==> src/rtl/halfband_seq_pkg.sv <==
// Shared constants and types for the half-band phase sequencer and frame assembler.
package halfband_seq_pkg;

  localparam int LAT_DEF  = 5;
  localparam int WARM_DEF = 16;

  localparam logic [1:0] PH_A0 = 2'd0;
  localparam logic [1:0] PH_A1 = 2'd1;
  localparam logic [1:0] PH_B0 = 2'd2;
  localparam logic [1:0] PH_B1 = 2'd3;

  localparam logic signed [16:0] CLIP_HI = 17'sh0ffff;
  localparam logic signed [16:0] CLIP_LO = 17'sh10000;

  // wok: warm-up had expired when this phase was issued to the filter
  typedef struct packed {
    logic       vld;
    logic       wok;
    logic [1:0] ph;
  } tag_t;

  function automatic logic is_clip(input logic signed [16:0] v);
    return (v == CLIP_HI) || (v == CLIP_LO);
  endfunction

endpackage

==> src/rtl/halfband_seq_tag_delay.sv <==
// Fixed-length tag delay line, len cycles from data to delayed; no backpressure.
// flush zeroes every stage, including the word presented this cycle.
module tag_delay #(
  parameter int dw  = 4,
  parameter int len = 5
) (
  input  logic          clk,
  input  logic          rst_n,
  input  logic          flush,
  input  logic [dw-1:0] data,
  output logic [dw-1:0] delayed
);

  logic [dw-1:0] stage [len];

  always_ff @(posedge clk or negedge rst_n) begin
    if (!rst_n) begin
      for (int i = 0; i < len; i++) stage[i] <= '0;
    end else if (flush) begin
      for (int i = 0; i < len; i++) stage[i] <= '0;
    end else begin
      stage[0] <= data;
      for (int i = 1; i < len; i++) stage[i] <= stage[i-1];
    end
  end

  assign delayed = stage[len-1];

endmodule

==> src/rtl/halfband_seq.sv <==
// Drives the filter's A/B select and assembles its LAT-delayed results into 4-slot frames.
// Frame strobe one cycle after the phase-3 capture; no backpressure, enable low stalls the phase.
module halfband_seq
  import halfband_seq_pkg::*;
#(
  parameter int LAT  = LAT_DEF,
  parameter int WARM = WARM_DEF
) (
  input  logic               clk,
  input  logic               rst_n,
  input  logic               enable,
  input  logic               sync,
  output logic               ab,
  input  logic signed [16:0] d,
  input  logic               clr_clip,
  output logic signed [16:0] fa0,
  output logic signed [16:0] fa1,
  output logic signed [16:0] fb0,
  output logic signed [16:0] fb1,
  output logic               frame_valid,
  output logic [15:0]        frame_cnt,
  output logic               clip
);

  localparam logic [15:0] WARM_LD = 16'(WARM);

  logic [1:0]  ph;
  logic [1:0]  ph_nxt;
  logic        enable_q;
  logic [15:0] warm;
  logic [3:0]  mask;
  logic        frame_ok;
  tag_t        tag_in;
  tag_t        tag_out;
  logic        cap;
  logic        last;
  logic        emit;
  logic        clip_hit;

  always_comb begin
    ph_nxt = ph;
    if (sync)        ph_nxt = PH_A0;
    else if (enable) ph_nxt = ph + 2'd1;
  end

  always_comb begin
    tag_in     = '0;
    tag_in.vld = enable;
    tag_in.wok = (warm == 16'd0);
    tag_in.ph  = ph;
  end

  tag_delay #(
    .dw  ($bits(tag_t)),
    .len (LAT)
  ) u_tags (
    .clk     (clk),
    .rst_n   (rst_n),
    .flush   (sync),
    .data    (tag_in),
    .delayed (tag_out)
  );

  // A frame only counts if its first sample was issued after warm-up; the
  // tags of a frame are contiguous, so checking phase 0 covers all four.
  assign cap      = tag_out.vld && !sync;
  assign last     = cap && (tag_out.ph == PH_B1);
  assign emit     = last && (mask == 4'b0111) && frame_ok;
  assign clip_hit = cap && is_clip(d);

  always_ff @(posedge clk or negedge rst_n) begin
    if (!rst_n) begin
      ph       <= PH_A0;
      ab       <= 1'b0;
      enable_q <= 1'b0;
      warm     <= WARM_LD;
    end else begin
      ph       <= ph_nxt;
      ab       <= ph_nxt[1];
      enable_q <= enable;
      if (sync || (enable && !enable_q)) warm <= WARM_LD;
      else if (enable && warm != 16'd0)  warm <= warm - 16'd1;
    end
  end

  always_ff @(posedge clk or negedge rst_n) begin
    if (!rst_n) begin
      mask        <= '0;
      frame_ok    <= 1'b0;
      fa0         <= '0;
      fa1         <= '0;
      fb0         <= '0;
      fb1         <= '0;
      frame_valid <= 1'b0;
      frame_cnt   <= '0;
      clip        <= 1'b0;
    end else begin
      frame_valid <= emit;
      frame_cnt   <= frame_cnt + {15'd0, emit};

      if (!cap || last) mask <= '0;
      else              mask <= mask | (4'b0001 << tag_out.ph);

      if (cap) begin
        case (tag_out.ph)
          PH_A0: begin
            fa0      <= d;
            frame_ok <= tag_out.wok;
          end
          PH_A1:   fa1 <= d;
          PH_B0:   fb0 <= d;
          default: fb1 <= d;
        endcase
      end

      if (clip_hit)      clip <= 1'b1;
      else if (clr_clip) clip <= 1'b0;
    end
  end

endmodule
==> config.mk <==
export PLATFORM = sky130hd
export DESIGN_NAME = halfband_seq
export DESIGN_NICKNAME = d
export VERILOG_FILES = /design/src/rtl/halfband_seq_pkg.sv /design/src/rtl/halfband_seq_tag_delay.sv /design/src/rtl/halfband_seq.sv
export SDC_FILE = /design/constraint.sdc
export NUM_CORES = 1
export LEC_CHECK = 0
export CAP_MARGIN = 20
export CORE_MARGIN = 3
export CORE_UTILIZATION = 35
export DETAILED_ROUTE_END_ITERATION = 12
export PLACE_DENSITY = 0.69
export SLEW_MARGIN = 40
export SYNTH_ARGS = -nofsm -noshare
export SYNTH_HDL_FRONTEND = slang
export SYNTH_SLANG_ARGS = --single-unit
==> constraint.sdc <==
create_clock -name clk -period 4.9 [get_ports clk]
set_input_delay 0.49 -clock clk [delete_from_list [all_inputs] [get_ports clk]]
set_output_delay 0.49 -clock clk [all_outputs]
set_load 0.02 [all_outputs]
# After elaboration in Yosys (flattened, before gate mapping)
# Cells that the tools add are included.
[classes] addsub=3 eq_ne=6 n_shift=1 muxes=8 bitwise_logic=2 reduce_logical=24
[ops] operator="== test 17 bit (second input constant)" n=2
[ops] operator="two-way mux 16 bit" n=2
[ops] operator="two-way mux 20 bit" n=1
[ops] operator="adder 16 x 1 -> 16 bit" n=1
[ops] operator="zero test 16 bit" n=1
[ops] operator="nonzero test 16 bit" n=1
[ops] operator="subtractor 16 x 1 -> 16 bit (second input constant)" n=1
[ops] operator="AND reduction 2 bit" n=4
[ops] operator="logical AND 1 bit" n=7
[ops] operator="nonzero test 2 bit" n=3
[ops] operator="== test 2 bit (second input constant)" n=2
[ops] operator="== test 4 x 3 -> 1 bit (second input constant)" n=1
[ops] operator="two-way mux 2 bit" n=2
[ops] operator="two-way mux 4 bit" n=1
[ops] operator="bitwise OR 4 bit" n=1
[ops] operator="<< shifter 1 x 2 -> 4 bit (first input constant)" n=1
[ops] operator="zero test 1 bit" n=3
[ops] operator="logical OR 1 bit" n=3
[ops] operator="OR reduction 3 bit" n=1
[ops] operator="adder 2 x 1 -> 2 bit (second input constant)" n=1
[ops] operator="== test 2 x 1 -> 1 bit (second input constant)" n=1
[ops] operator="zero test 2 bit" n=1
[ops] operator="two-way mux 1 bit" n=2
[ops] operator="inverter 1 bit" n=1
[totals] register_bits=130 inputBits=22 out_inout_bits=87 elab_cells=62

# Logic depth before layout (Yosys ltp)
[depth] depth_word=6 depth_mapped=12 mapped_depth_nobuf=9

# Modules after synthesis
# Synthesis repeated with hierarchy kept, for this count alone.
[hier_totals] hier_cells=408 area_unflattened_um2=5418.9
[modules_own_cells] mod="halfband_seq" instances=1 cells_each=362 area_each_um2=4670.7
[modules_own_cells] mod="tag_delay" instances=1 cells_each=46 area_each_um2=748.2

# Worst setup path after synthesis
# Ideal clock, no wire load.
[synth_path] path_type="in2reg" startpoint="input port sync" endpoint="register frame_cnt[15]" setup_ns=0.128 t_arrival_ns=2.623 setup_slack_ns=2.149 cell_stages=11 n_path_buf=3 cell_sequence="nand2b_1 -> buf_2 -> or2_2 -> clkbuf_1 -> buf_2 -> nor3_1 -> ha_1 -> nand3_1 -> nor3_1 -> nand3_1 -> xnor2_1"
[synth_via] elab_chain_cells=6
[synth_lines] item="start: declaration" line="halfband_seq.sv:12" text="input logic sync,"
[synth_lines] item="zero test 1 bit" line="halfband_seq.sv:66" text="assign cap = tag_out.vld && !sync;"
[synth_lines] item="logical AND 1 bit" line="halfband_seq.sv:66"
[synth_lines] item="logical AND 1 bit" line="halfband_seq.sv:67" text="assign last = cap && (tag_out.ph == PH_B1);"
[synth_lines] item="logical AND 1 bit (2 in series)" line="halfband_seq.sv:68" text="assign emit = last && (mask == 4'b0111) && frame_ok;"
[synth_lines] item="named net emit" line="halfband_seq.sv:37" text="logic emit;"
[synth_lines] item="adder 16 x 1 -> 16 bit" line="halfband_seq.sv:99" text="frame_cnt <= frame_cnt + {15'd0, emit};"
[synth_lines] item="end signal: assignment" line="halfband_seq.sv:99"
[synth_lines] item="end: declaration" line="halfband_seq.sv:21" text="output logic [15:0] frame_cnt,"
# The timed path passes the listed nets, and every way through them passes these cells.
# A chain may end at the register's enable or synchronous reset.

# Final worst setup path
[layout_path] startpoint="input port sync" endpoint="register frame_cnt[13]"
# Same word-level chain as after synthesis.

==> metrics.yaml <==
placement:
  place_area_sq_um: 6560
  pre_cts_slack_ns: 1.26
  gp_congestion: 0.770
  dp_hpwl_um: 7940
  io_buffers: 108
cells_and_area:
  final_cell_mix: "dfrtp_1 (129), clkdlybuf4s50_1 (107), mux2_2 (69)"
  finish.utilization_pct: 49.3
  layout.nets: 533
  syn_to_final_growth_pct: 37.5
  finalInstanceArea_sq_um: 7200
  drive_gt1_share_pct: 22.5
  fill_cells: 1240
  layout_commonest_cell: "dfrtp_1"
  diodes: 0
power_and_ir_drop:
  cellPowerDensity_nw_per_um2: 369
  vdd.ir_drop.worst_mv: 0.245
  p_leak_nw: 3.28
route:
  drt_first_pass_iters: 5
  route.detailed.drc: 0
  drtIter0Drc: 218
  routedWlPerCell_um: 16.2
  ant_nets: 0
  num_vias: 3525
  routed_wl_um: 11400
  avgViaCountPerCell: 5.01
yosys:
  synth_async_sr_flop_share_pct: 100
  synth-seq-cells: 130
  yosysUniqueCellTypes: 45
  synth_cells: 385
  synth-edff-count: 0
  ys_warn_count: 0
  ys.flop_type: "dfrtp_1"
  syn-cell-area_sq_um: 5240
  ys_seq_area_share_pct: 62.2
  syn_area_per_cell_sq_um: 13.6
  synth_fp_nets: 411
floorplan:
  core_area_sq_um: 14600
  rows: 44
  die_area_sq_um: 16500
  pin_count: 109
  die_w_um: 128
  start_util_pct: 35.9
  die_y_um: 128
setup_path:
  cp_max_fo: 25
  critPathBufInv: 2
  r2r_slack_ns: 2.21
  critPathRequiredTime_ns: 5.20
  crit_type: "primary input to register"
  endpoint_kind: "register"
  arrival_ns: 3.47
  cpLargestDelayFamily: "simple AND/OR/NAND/NOR gates"
  crit_path_start_kind: "primary input"
  cp_slowest_cell: "or2_2"
  crit_chain: "clkdlybuf4s50_1, buf_4, nand2b_1, or2_2, nor3_1, ha_1, nand3_1, nor3_1, nand3_1, xnor2_1"
  slowest_delay_ns: 0.58
sta:
  fin_crit_ns: 3.17
  fin_ws_ns: 1.73
  worstMarginPinSlew_ns: 0.701
  final.setup.tns_ns: 0
  slew_violations: 0
  fin_skew_ns: 0.00480
  slew_headroom_pct: 53.3
  post-route-period-util_pct: 64.6
  fmax_mhz: 316
  finalSetupViolCount: 0
  finalHoldViolations: 0
  rsz0062_at_grt: "no"
cts:
  clk_path_buf_depth: 2
  clockRootBuffer: "clkbuf_16"
  h-tree-depth: 4
  numCtsBuffers: 17
  cts_setup_buffers: 0
  cts.sinks: 130
  cts_tree: "built"
  insertion_delay_ns: 0.42
  path_clk_slew_ns: 0.06
hold_path:
  min_path_type: "register to register"
grt:
  grtUsageTotal_pct: 14.7
  antenna_found_initial: 0
  grt_pass1_wl_um: 18700
  overflow: 0
  grt_max_degree: 62
  grt_pass1_vias: 3629
flow_run:
  max-cap-violations: 0
run_status:
  status: "completed"
cells in the mapped netlist (2+ instances only):
cell type | instances | area [sq um]
xnor2_1 | 9 | 78.8
nor2_1 | 16 | 60.1
o31ai_1 | 3 | 22.5
o21ai_0 | 4 | 20.0
nand3_1 | 5 | 25.0
mux2i_1 | 3 | 30.0
nor2b_1 | 20 | 125
o41ai_1 | 2 | 17.5
nor4_1 | 10 | 62.6
buf_2 | 6 | 30.0
dfrtp_1 | 129 | 3230
nor3_1 | 6 | 30.0
or4_1 | 5 | 37.5
and3_1 | 4 | 25.0
clkbuf_1 | 4 | 15.0
mux2_2 | 69 | 777
nand4_1 | 5 | 31.3
and4_1 | 2 | 17.5
or4b_1 | 2 | 20.0
nand2b_1 | 9 | 56.3
nand2_1 | 13 | 48.8
inv_1 | 6 | 22.5
or4_4 | 2 | 22.5
xor2_1 | 9 | 78.8
ha_1 | 4 | 50.1
nand4b_1 | 2 | 17.5
or3_1 | 6 | 37.5
a21oi_1 | 13 | 65.1
metrics by stage:
stage / total power, mW / hold WS (ns) / cells
detailed placement: 1.35 / 0.398 / 671
finish: 2.65 / 0.457 / 704
global route: 2.76 / 0.475 / 704
global placement: 1.34 / 0.391 / 669
CTS: 2.69 / 0.462 / 704
floorplan: 1.24 / 0.194 / 385
cell families (layout without fill, tap and decap cells):
| family | count (synthesis) | count (layout) | synth area share, % |
|---|---|---|---|
| simple gates | 113 | 113 | 13.1 |
| flops | 130 | 130 | 62.2 |
| xor+xnor | 18 | 18 | 3.01 |
| buf+inv | 17 | 152 | 1.51 |
| compound gates | 31 | 31 | 3.90 |
| fa+ha+maj | 4 | 4 | 0.956 |
| mux | 72 | 72 | 15.4 |
routing by layer:
| layer | up-vias | wire length [um] | global-route usage (%) |
|---|---|---|---|
| li1 | 1625 | - | - |
| met1 | 1782 | 5030 | 19.6 |
| met2 | 110 | 5450 | 22.6 |
| met3 | 8 | 905 | 5.79 |
| met4 | 0 | 54 | 4.18 |
| met5 | - | 0 | 0 |
sequential cells by signal, summed over array words and instances (netlist names):
| name | count |
|---|---|
| fa0 | 17 |
| fa1 | 17 |
| fb0 | 17 |
| fb1 | 17 |
| frame_cnt | 16 |
| u_tags.stage | 16 |
| warm | 16 |
| mask | 4 |
| u_tags.delayed | 4 |
| ph | 2 |
| clip | 1 |
| enable_q | 1 |
| frame_ok | 1 |
| frame_valid | 1 |
final cells by class:
class / count / area (sq um) / share of cell area (%)
clock inverter: 14 / 188 / 2.61
timing repair buffer: 114 / 1140 / 15.8
sequential: 130 / 3250 / 45.2
tap: 184 / 230 / 3.20
multi-input combinational: 238 / 1920 / 26.7
clock buffer: 18 / 439 / 6.10
inverter: 6 / 22.5 / 0.313
power by group:
| group | internal (mW) | leakage (nW) | switching, mW |
|---|---|---|---|
| clock | 0.862 | 0.309 | 0.464 |
| sequential | 1.10 | 1.79 | 0.0219 |
| combinational | 0.0903 | 1.18 | 0.111 |
| total | 2.06 | 3.28 | 0.597 |
timing repair:
| action | in CTS | in global routing |
|---|---|---|
| hold buffers | 1 | 0 |
| hold endpoints to repair | 19 | 0 |
| resized for setup | 0 | 0 |
worst paths after layout:
| check | depth (start not counted) | start | end |
|---|---|---|---|
| worst max-delay path | 10 | sync | frame_cnt[13]$_DFF_PN0_ |
| worst min-delay path | 1 | u_tags.stage[17]$_DFF_PN0_ | u_tags.stage[13]$_DFF_PN0_ |
| worst max register to register | 8 | u_tags.delayed[3]$_DFF_PN0_ | frame_cnt[13]$_DFF_PN0_ |
| worst min register to register | 1 | u_tags.stage[17]$_DFF_PN0_ | u_tags.stage[13]$_DFF_PN0_ |
| max in group asynchronous | 3 | rst_n | frame_cnt[5]$_DFF_PN0_ |
| min in group asynchronous | 2 | rst_n | fb0[5]$_DFFE_PN0P_ |
(Power assumes the default switching activity.)
